### config.mk
export PLATFORM = sky130hd
export DESIGN_NAME = cache_replacement_nway
export DESIGN_NICKNAME = d
export VERILOG_FILES = /design/src/rtl/cache_replacement_nway.sv
export SDC_FILE = /design/constraint.sdc
export NUM_CORES = 1
export LEC_CHECK = 0
export CORE_ASPECT_RATIO = 1.2
export CORE_UTILIZATION = 25
export DETAILED_ROUTE_END_ITERATION = 12
export GPL_TIMING_DRIVEN = 1
export HOLD_SLACK_MARGIN = 0.05
export PLACE_DENSITY_LB_ADDON = 0.12
export SETUP_SLACK_MARGIN = 0.15
export SLEW_MARGIN = 20
export SYNTH_ARGS = -nofsm -noshare
export SYNTH_HDL_FRONTEND = slang
export SYNTH_SLANG_ARGS = --single-unit
export TNS_END_PERCENT = 50
### constraint.sdc
create_clock -name clk_i -period 3.75 [get_ports clk_i]
set_input_delay 0.375 -clock clk_i [delete_from_list [all_inputs] [get_ports clk_i]]
set_output_delay 0.375 -clock clk_i [all_outputs]
set_load 0.1 [all_outputs]
### src/rtl/cache_replacement_nway.sv
// Dual-port N-way victim selector (tree-PLRU or round-robin) with per-port fill FSM holding the victim.
// we/victim/busy register one cycle after start; clear one cycle after fill_done; no backpressure.
module cache_replacement_nway #(
  parameter int IDX_SIZE = 6,
  parameter int WAYS     = 4,
  parameter int POLICY   = 0,
  localparam int SETS    = 2**IDX_SIZE,
  localparam int WAY_W   = $clog2(WAYS)
) (
  input  logic                clk_i,
  input  logic                rst_ni,
  input  logic                read_p1_i,
  input  logic                read_p2_i,
  input  logic                write_p1_i,
  input  logic                write_p2_i,
  input  logic [IDX_SIZE-1:0] idx_p1_i,
  input  logic [IDX_SIZE-1:0] idx_p2_i,
  input  logic [WAYS-1:0]     hit_p1_i,
  input  logic [WAYS-1:0]     hit_p2_i,
  input  logic [WAYS-1:0]     valid_p1_i,
  input  logic [WAYS-1:0]     valid_p2_i,
  input  logic                write_through_i,
  input  logic                ram_write_start_p1_i,
  input  logic                ram_write_start_p2_i,
  input  logic                fill_done_p1_i,
  input  logic                fill_done_p2_i,
  output logic [WAYS-1:0]     we_p1_o,
  output logic [WAYS-1:0]     we_p2_o,
  output logic [WAY_W-1:0]    victim_p1_o,
  output logic [WAY_W-1:0]    victim_p2_o,
  output logic                busy_p1_o,
  output logic                busy_p2_o
);

  localparam logic [0:0] IDLE = 1'b0;
  localparam logic [0:0] FILL = 1'b1;

  logic [WAYS-2:0]  plru [SETS];
  logic [WAY_W-1:0] rr   [SETS];
  logic [0:0]       state_p1, state_p2;

  function automatic logic [WAY_W-1:0] low_idx(input logic [WAYS-1:0] v);
    low_idx = '0;
    for (int i = WAYS - 1; i >= 0; i--)
      if (v[i]) low_idx = WAY_W'(i);
  endfunction

  // Heap-ordered tree: children of node n are 2n+1 (lower half) and 2n+2 (upper half).
  function automatic logic [WAY_W-1:0] plru_walk(input logic [WAYS-2:0] t);
    int   node;
    logic b;
    plru_walk = '0;
    node = 0;
    for (int l = 0; l < WAY_W; l++) begin
      b = 1'b0;
      for (int n = 0; n < WAYS - 1; n++)
        if (n == node) b = t[n];
      plru_walk[WAY_W-1-l] = b;
      node = 2 * node + (b ? 2 : 1);
    end
  endfunction

  function automatic logic [WAYS-2:0] path_mask(input logic [WAY_W-1:0] w);
    int node;
    path_mask = '0;
    node = 0;
    for (int l = 0; l < WAY_W; l++) begin
      for (int n = 0; n < WAYS - 1; n++)
        if (n == node) path_mask[n] = 1'b1;
      node = 2 * node + (w[WAY_W-1-l] ? 2 : 1);
    end
  endfunction

  function automatic logic [WAYS-2:0] path_val(input logic [WAY_W-1:0] w);
    int node;
    path_val = '0;
    node = 0;
    for (int l = 0; l < WAY_W; l++) begin
      for (int n = 0; n < WAYS - 1; n++)
        if (n == node) path_val[n] = ~w[WAY_W-1-l];
      node = 2 * node + (w[WAY_W-1-l] ? 2 : 1);
    end
  endfunction

  logic             start_p1, start_p2, rd_p1, rd_p2;
  logic [WAY_W-1:0] pol_p1, pol_p2, cand_p1, cand_p2, way_p1, way_p2;
  logic [WAY_W-1:0] rd_way_p1, rd_way_p2;
  logic [WAYS-2:0]  rd_mask_p1, rd_val_p1, rd_mask_p2, rd_val_p2;
  logic [WAYS-2:0]  fl_mask_p1, fl_val_p1, fl_mask_p2, fl_val_p2;

  always_comb begin
    start_p1 = (state_p1 == IDLE) && write_p1_i && ram_write_start_p1_i;
    start_p2 = (state_p2 == IDLE) && write_p2_i && ram_write_start_p2_i;
    rd_p1    = read_p1_i && (|hit_p1_i);
    rd_p2    = read_p2_i && (|hit_p2_i);

    pol_p1 = (POLICY == 1) ? rr[idx_p1_i] : plru_walk(plru[idx_p1_i]);
    pol_p2 = (POLICY == 1) ? rr[idx_p2_i] : plru_walk(plru[idx_p2_i]);

    if (write_through_i && write_p1_i && (|hit_p1_i)) cand_p1 = low_idx(hit_p1_i);
    else if (!(&valid_p1_i))                           cand_p1 = low_idx(~valid_p1_i);
    else                                               cand_p1 = pol_p1;

    if (write_through_i && write_p2_i && (|hit_p2_i)) cand_p2 = low_idx(hit_p2_i);
    else if (!(&valid_p2_i))                           cand_p2 = low_idx(~valid_p2_i);
    else                                               cand_p2 = pol_p2;

    way_p1 = cand_p1;
    // Port 1 owns the set on a same-index start; port 2 steps to the next way.
    if (start_p1 && start_p2 && (idx_p1_i == idx_p2_i) && (cand_p2 == cand_p1))
      way_p2 = cand_p1 + WAY_W'(1);
    else
      way_p2 = cand_p2;

    rd_way_p1  = low_idx(hit_p1_i);
    rd_way_p2  = low_idx(hit_p2_i);
    rd_mask_p1 = path_mask(rd_way_p1);
    rd_val_p1  = path_val(rd_way_p1);
    rd_mask_p2 = path_mask(rd_way_p2);
    rd_val_p2  = path_val(rd_way_p2);
    fl_mask_p1 = path_mask(way_p1);
    fl_val_p1  = path_val(way_p1);
    fl_mask_p2 = path_mask(way_p2);
    fl_val_p2  = path_val(way_p2);
  end

  // Bit-granular non-blocking writes: a later update only overrides the nodes it shares.
  always_ff @(posedge clk_i or negedge rst_ni) begin
    if (!rst_ni) begin
      for (int s = 0; s < SETS; s++) begin
        plru[s] <= '0;
        rr[s]   <= '0;
      end
    end else begin
      for (int n = 0; n < WAYS - 1; n++)
        if (rd_p1 && rd_mask_p1[n]) plru[idx_p1_i][n] <= rd_val_p1[n];
      for (int n = 0; n < WAYS - 1; n++)
        if (start_p1 && fl_mask_p1[n]) plru[idx_p1_i][n] <= fl_val_p1[n];
      if (start_p1) rr[idx_p1_i] <= rr[idx_p1_i] + WAY_W'(1);
      for (int n = 0; n < WAYS - 1; n++)
        if (rd_p2 && rd_mask_p2[n]) plru[idx_p2_i][n] <= rd_val_p2[n];
      for (int n = 0; n < WAYS - 1; n++)
        if (start_p2 && fl_mask_p2[n]) plru[idx_p2_i][n] <= fl_val_p2[n];
      if (start_p2) rr[idx_p2_i] <= rr[idx_p2_i] + WAY_W'(1);
    end
  end

  always_ff @(posedge clk_i or negedge rst_ni) begin
    if (!rst_ni) begin
      state_p1    <= IDLE;
      state_p2    <= IDLE;
      we_p1_o     <= '0;
      we_p2_o     <= '0;
      victim_p1_o <= '0;
      victim_p2_o <= '0;
    end else begin
      if (start_p1) begin
        state_p1    <= FILL;
        we_p1_o     <= WAYS'(1) << way_p1;
        victim_p1_o <= way_p1;
      end else if ((state_p1 == FILL) && fill_done_p1_i) begin
        state_p1 <= IDLE;
        we_p1_o  <= '0;
      end
      if (start_p2) begin
        state_p2    <= FILL;
        we_p2_o     <= WAYS'(1) << way_p2;
        victim_p2_o <= way_p2;
      end else if ((state_p2 == FILL) && fill_done_p2_i) begin
        state_p2 <= IDLE;
        we_p2_o  <= '0;
      end
    end
  end

  assign busy_p1_o = (state_p1 == FILL);
  assign busy_p2_o = (state_p2 == FILL);

endmodule

==> metrics.csv, run 1 <==
stage;metric;value;unit
worst_setup_path;Crit path max-delay family;compound AO/OA/AOI/OAI gates;
floorplanning;Die Y;285;um
worst_setup_path;Crit Path Max Fanout;15;
run;max_cap viols;0;
worst_setup_path;Startpoint Class;flip-flop;
timing;Setup WS post-layout;-0.330;ns
finish;NumNets Final;2581;
logic_synthesis;syn_nets;2155;
power_and_ir_drop;Psw;3.46;mW
timing;final slew viol count;0;
worst_setup_path;Worst EP arrival;4.60;ns
clocking;H-tree depth;1;
floorplanning;Ports;53;
clocking;CTS clk-pin slew, worst paths;0.06;ns
logic_synthesis;EDFF count, synth;0;
detailed_routing;Via density;6.46;
timing;Slew HR;0.221;
min_path;hold-critical path depth;2;
logic_synthesis;Netlist Area Pre-Place;16700;sq um
finish;P&R area growth vs syn;44.1;%
logic_synthesis;Post-synth top flop;dfrtp_1;
place;Post-Place Setup Slack;-1.29;ns
timing;fin crit period;4.08;ns
timing;setup_tns;-44.61;ns
timing;Final period util;1.09;
power_and_ir_drop;Seq pwr share;0.313;
grt;total gr overflow;0;
worst_setup_path;kind of end point of the critical path;flip-flop;
floorplanning;Initial Utilization;0.253;
power_and_ir_drop;Worst VDD drop;368;uV
finish;storage element area;5160;sq um
detailed_routing;drt initial violations;2887;
timing;Worst Tran Pin Value;1.17;ns
timing;Worst Skew;0.0233;ns
timing;Setup-failing EPs final;197;
finish;layout cells sized above 1;0.312;
clocking;Root Driver;clkbuf_16;
timing;Max Clk Rate;245;MHz
place;HPWL Detailed;92.5;mm
floorplanning;# rows;103;
clocking;Skew-Pair Late Insertion Delay;0.62;ns
power_and_ir_drop;clock power share;0.345;
timing;Final Hold Vio Count;0;
grt;largest net degree at the start of global routing;85;
logic_synthesis;synth warn;0;
worst_setup_path;FF-to-FF path depth;14;
run_status;status;finished with violations;
power_and_ir_drop;part of the power in combinational logic;0.342;
power_and_ir_drop;sw frac;0.389;
finish;multi-input logic area;11500;sq um
floorplanning;die area;67900;sq um
place;IO Port Bufs;52;
worst_setup_path;Crit path depth;14;
detailed_routing;1st-pass router iterations;8;
clocking;CTS tree;built;
clocking;Inserted Clock Buffers;28;
logic_synthesis;Mapped Cells;2112;
place;Final GP Congestion;1.03;
clocking;Sink Count;206;
worst_setup_path;CP Cell Sequence;mux2_2 -> mux4_2 -> o21ai_4 -> nand4bb_1 -> buf_4 -> or4_4 -> o21a_4 -> ha_4 -> inv_2 -> or4_1 -> a211o_1 -> o31a_4 -> buf_12 -> o22ai_1;
grt;first-pass GRT wire length;176;mm
logic_synthesis;FFs w/ async S/R, synth;1.00;
logic_synthesis;Distinct cells, synth;84;
power_and_ir_drop;PD cells;369;nW/um^2
worst_setup_path;critical path data required time;4.27;ns
floorplanning;die width;238;um
logic_synthesis;flops & latches, synth;206;
finish;fillcell total;6941;
power_and_ir_drop;Pint;5.43;mW
floorplanning;core box area;66000;sq um
detailed_routing;DRC Markers;0;
run_status;failing checks;negative setup slack;
detailed_routing;WL per Instance;37.7;um
worst_setup_path;Slowest-stage cell, CP;mux4_2;
worst_setup_path;CP bufs+invs;3;
worst_setup_path;slowest stage delay, CP;0.51;ns
power_and_ir_drop;Final Power;8.89;mW
power_and_ir_drop;leakage power;9.67;nW
grt;Total GRT Usage;0.372;
worst_setup_path;WS Path Type;reg -> reg;
detailed_routing;vias;22300;
clocking;clk buf depth;3;
logic_synthesis;synthesized area per cell;7.91;sq um
timing;RSZ-0062 raised after global routing;true;
detailed_routing;routed wire length;130;mm
logic_synthesis;post-synthesis sequential area ratio;0.308;
grt;initial antenna violation count;5;
grt;vias in the first global route;21400;
min_path;Tightest Hold Check Type;in -> reg;
detailed_routing;post-route ant nets;0;
-- power groups by stage --
stage | Combinational, mW | Clock (mW) | Sequential, mW
floorplan | 1.19 | 0 | 2.78
global placement | 2.76 | 0 | 2.80
detailed placement | 2.76 | 0 | 2.79
CTS | 2.89 | 3.10 | 2.76
global route | 3.13 | 3.16 | 2.78
finish | 3.04 | 3.06 | 2.78
-- metal layers --
| layer | share of wire | wire length, um | vias up | track usage |
|---|---|---|---|---|
| met1 | 0.39 | 50300 | 11300 | 0.458 |
| met4 | 0.073 | 9520 | 2 | 0.233 |
| met2 | 0.45 | 59000 | 1521 | 0.595 |
| met5 | 0.000084 | 11 | - | 0 |
| li1 | - | - | 9105 | - |
| met3 | 0.088 | 11500 | 410 | 0.0718 |
-- cell usage after synthesis, drive strengths merged, types with 38 or more instances --
cell type | count | share of area
dfrtp | 206 | 0.31
a221oi | 150 | 0.088
nand2 | 213 | 0.048
a21oi | 343 | 0.10
mux2 | 38 | 0.026
mux2i | 43 | 0.026
nor2 | 290 | 0.065
o21ai | 47 | 0.015
a22oi | 94 | 0.042
clkbuf | 114 | 0.026
buf | 62 | 0.023
o22ai | 180 | 0.071
-- stage by stage --
stage,area [sq um],util,hold WS [ns],std cells
4_1_cts,23700,0.359,0.340,3445
3_3_place_gp,21900,0.332,0.461,3376
2_1_floorplan,16800,-,0.0794,2112
3_5_place_dp,21900,0.332,0.467,3376
6_report,24100,0.365,0.360,3456
5_1_grt,24100,0.365,0.372,3452
-- registers in the layout (all words and copies together) (netlist names) --
name	flops
plru	192
we_p1_o	4
we_p2_o	4
victim_p1_o	2
victim_p2_o	2
busy_p1_o	1
busy_p2_o	1
-- cells by family after synthesis --
family | count (synthesis) | share of synthesized area
AO/OA/AOI/OAI | 973 | 0.400
XOR/XNOR | 9 | 0.00517
adder cells (fa/ha/maj) | 4 | 0.00299
buffers and inverters | 192 | 0.0517
flip-flops | 206 | 0.308
multiplexers | 90 | 0.0635
AND/OR/NAND/NOR | 638 | 0.169
-- worst paths after layout --
kind | slack [ns] | end | start
max | -0.33 | plru[100] | plru[144]
min | 0.36 | busy_p2_o | fill_done_p2_i
max reg2reg | -0.33 | plru[100] | plru[144]
min reg2reg | 0.47 | victim_p1_o[1] | victim_p1_o[1]
max in group asynchronous | 2.42 | plru[100] | rst_ni
min in group asynchronous | 0.41 | we_p2_o[0] | rst_ni
-- what timing repair did --
item                                    4_1_cts  5_1_grt
gates cloned                                  5        3
buffers inserted                             11        4
resized for setup                            98       56
endpoints found under the setup margin      200      198
pin swaps                                    21       24
hold buffers                                  1        0
hold endpoints to repair                     81        0
-- placed cells by master, fill, tap and decap left out, types with 45 or more instances in the layout --
| cell | n |
|---|---|
| clkdlybuf4s50_1 | 45 |
| nor2_1 | 283 |
| a21oi_1 | 322 |
| o22ai_1 | 150 |
| nand2_1 | 210 |
| buf_12 | 49 |
| buf_4 | 449 |
| a221oi_2 | 48 |
| dfrtp_1 | 205 |
| a221oi_1 | 99 |
| a22oi_1 | 92 |
-- cell type report --
class                      count  share of cell area
timing repair buffer         572               0.218
clock inverter                11             0.00587
sequential                   206               0.214
clock buffer                  41              0.0361
antenna                        4            0.000415
multi-input combinational   1714               0.477
tap                          892              0.0463
inverter                      16             0.00249
(Power assumes the default switching activity.)
==> run 2: changes to the inputs <==
--- a/config.mk
+++ b/config.mk
@@ -8,6 +8,7 @@
 export CORE_ASPECT_RATIO = 1.2
 export CORE_UTILIZATION = 25
 export DETAILED_ROUTE_END_ITERATION = 12
+export GPL_ROUTABILITY_DRIVEN = 0
 export GPL_TIMING_DRIVEN = 1
 export HOLD_SLACK_MARGIN = 0.05
 export PLACE_DENSITY_LB_ADDON = 0.12
==> run 2 against run 1 <==
The run still ends with negative setup slack left; clock skew decreased by 0.010 ns; via count shrank 0.85%; clock-buffer cell count shrank 1; largest cell class unchanged; flip-flop and latch count unchanged; worst setup slack improved by 0.0046 ns; combinational power shrank 5%; die area unchanged; worst hold slack improved by 0.028 ns; wire length decreased by 7.2%; non-clock buffer count shrank 56; critical endpoint is now plru[115]; global-route usage shrank 2.7 points; cell count fell by 1.7%.
==> metrics.csv, run 2 (same netlist as run 1, synthesis figures left out) <==
stage;metric;value;unit
run_status;status;finished with violations;
run_status;failing checks;negative setup slack;
finish;most frequent cells in the layout;buf_4 (387), a21oi_1 (334), nor2_1 (284);
grt;first-pass GRT wire length;166;mm
timing;setup_tns;-32.60;ns
grt;vias in the first global route;21000;
clocking;CTS tree;built;
power_and_ir_drop;Final Power;8.39;mW
detailed_routing;DRC Markers;0;
floorplanning;core box area;66000;sq um
detailed_routing;vias;22100;
grt;initial antenna violation count;4;
finish;storage element area;5160;sq um
worst_setup_path;kind of end point of the critical path;flip-flop;
floorplanning;die area;67900;sq um
floorplanning;die width;238;um
clocking;CTS clk-pin slew, worst paths;0.07;ns
detailed_routing;drt initial violations;3118;
finish;max reg flops;192;
finish;fillcell total;6871;
timing;Max Clk Rate;245;MHz
timing;RSZ-0062 raised after global routing;true;
grt;Total GRT Usage;0.344;
min_path;Tightest Hold Check Type;in -> reg;
worst_setup_path;Startpoint Class;flip-flop;
finish;largest register by flop count;plru;
clocking;clk buf depth;3;
timing;Worst Skew;0.0131;ns
timing;Slew HR;0.289;
timing;minimum hold slack;0.388;ns
floorplanning;Initial Utilization;0.253;
finish;layout cells sized above 1;0.290;
worst_setup_path;critical path data required time;4.25;ns
worst_setup_path;WS Path Type;reg -> reg;
clocking;Inserted Clock Buffers;26;
clocking;Skew-Pair Late Insertion Delay;0.59;ns
finish;commonest non-fill, non-tap cell in the layout;buf_4;
worst_setup_path;Crit Path Max Fanout;10;
place;IO Port Bufs;52;
timing;Setup WS post-layout;-0.326;ns
timing;Setup-failing EPs final;164;
worst_setup_path;CP Cell Sequence;mux2_2 -> mux4_2 -> o21ai_2 -> nand4bb_1 -> or4_4 -> o21a_4 -> ha_4 -> inv_2 -> or4_1 -> a211o_1 -> o31a_4 -> clkbuf_16 -> o22ai_1;
timing;fin crit period;4.08;ns
power_and_ir_drop;Worst VDD drop;281;uV
finish;fin area;23700;sq um
finish;multi-input logic area;11500;sq um
place;HPWL Detailed;82.3;mm
timing;final slew viol count;0;
worst_setup_path;Slowest-stage cell, CP;mux4_2;
detailed_routing;1st-pass router iterations;6;
clocking;Root Driver;clkbuf_16;
finish;P&R area growth vs syn;41.6;%
worst_setup_path;slowest stage delay, CP;0.50;ns
finish;top flop regs;plru: 192 flops, we_p1_o: 4 flops, we_p2_o: 4 flops;
grt;largest net degree at the start of global routing;100;
run;max_cap viols;0;
detailed_routing;routed wire length;121;mm
finish;NumNets Final;2523;
detailed_routing;post-route ant nets;0;
power_and_ir_drop;PD cells;355;nW/um^2
floorplanning;Die Y;285;um
detailed_routing;WL per Instance;35.6;um
place;placed cell areas;21400;sq um
clocking;H-tree depth;1;
worst_setup_path;Worst EP arrival;4.58;ns
floorplanning;# rows;103;
grt;total gr overflow;0;
power_and_ir_drop;leakage power;9.34;nW
finish;Final Util;0.359;
timing;Final period util;1.09;
detailed_routing;Via density;6.52;
floorplanning;Ports;53;
timing;Worst Tran Pin Value;1.06;ns
clocking;Sink Count;206;
timing;Final Hold Vio Count;0;
-- run 2: changes by cell type in the layout (fill, tap and decap cells not counted), moves of 5 or more --
cell and change:
a21oi_1 +12, a21oi_2 -9, a221oi_1 -16, a221oi_2 +8, a221oi_4 +8, buf_12 +5, buf_4 -62, o22ai_1 +13
o22ai_2 -11
-- run 2: layout make-up --
cell class	instances	area share
antenna	4	0.000423
clock buffer	40	0.0344
clock inverter	8	0.00275
inverter	16	0.00254
multi-input combinational	1714	0.486
sequential	206	0.218
tap	892	0.0472
timing repair buffer	516	0.208
-- run 2: worst max-delay path, delay by kind of cell (launching register included) --
family	cells	cell delay (ns)
flops	1	0.44
buf+inv	2	0.26
simple gates	3	1.12
mux	2	0.76
compound gates	5	1.13
fa+ha+maj	1	0.27
-- run 2: where the power goes --
group	switching, mW	total [mW]	internal, mW
combinational	1.77	2.88	1.11
clock	1.17	2.72	1.55
sequential	0.337	2.79	2.45
-- run 2: worst paths after layout --
path / start / end / slack, ns / cells past startpoint
max: plru[162] / plru[115] / -0.33 / 13
min: fill_done_p1_i / busy_p1_o / 0.39 / 2
max reg2reg: plru[162] / plru[115] / -0.33 / 13
min reg2reg: victim_p1_o[1] / victim_p1_o[1] / 0.47 / 2
max in group asynchronous: rst_ni / plru[73] / 2.29 / 3
min in group asynchronous: rst_ni / we_p2_o[0] / 0.47 / 2
-- run 2: through the flow --
step                std cells  worst slack (ns)
floorplan                2112            -0.209
global placement         3300            -0.698
detailed placement       3300            -0.745
CTS                      3377            -0.180
global route             3392            -0.395
finish                   3396            -0.326
-- run 2: layer usage --
metal	global-route usage	share of wire	vias up
met1	0.420	0.37	10900
met3	0.0738	0.11	552
met5	0	0.00012	-
li1	-	-	8957
met2	0.526	0.43	1772
met4	0.272	0.098	2
-- run 2: timing repair --
action                                 CTS  global route
endpoints found under the hold margin   94             0
setup buffers                           19            12
setup endpoints to repair              197           197
hold buffers                             1             0
gates resized for setup                 91            48
cloned                                   9             3
pin swaps                               26            17
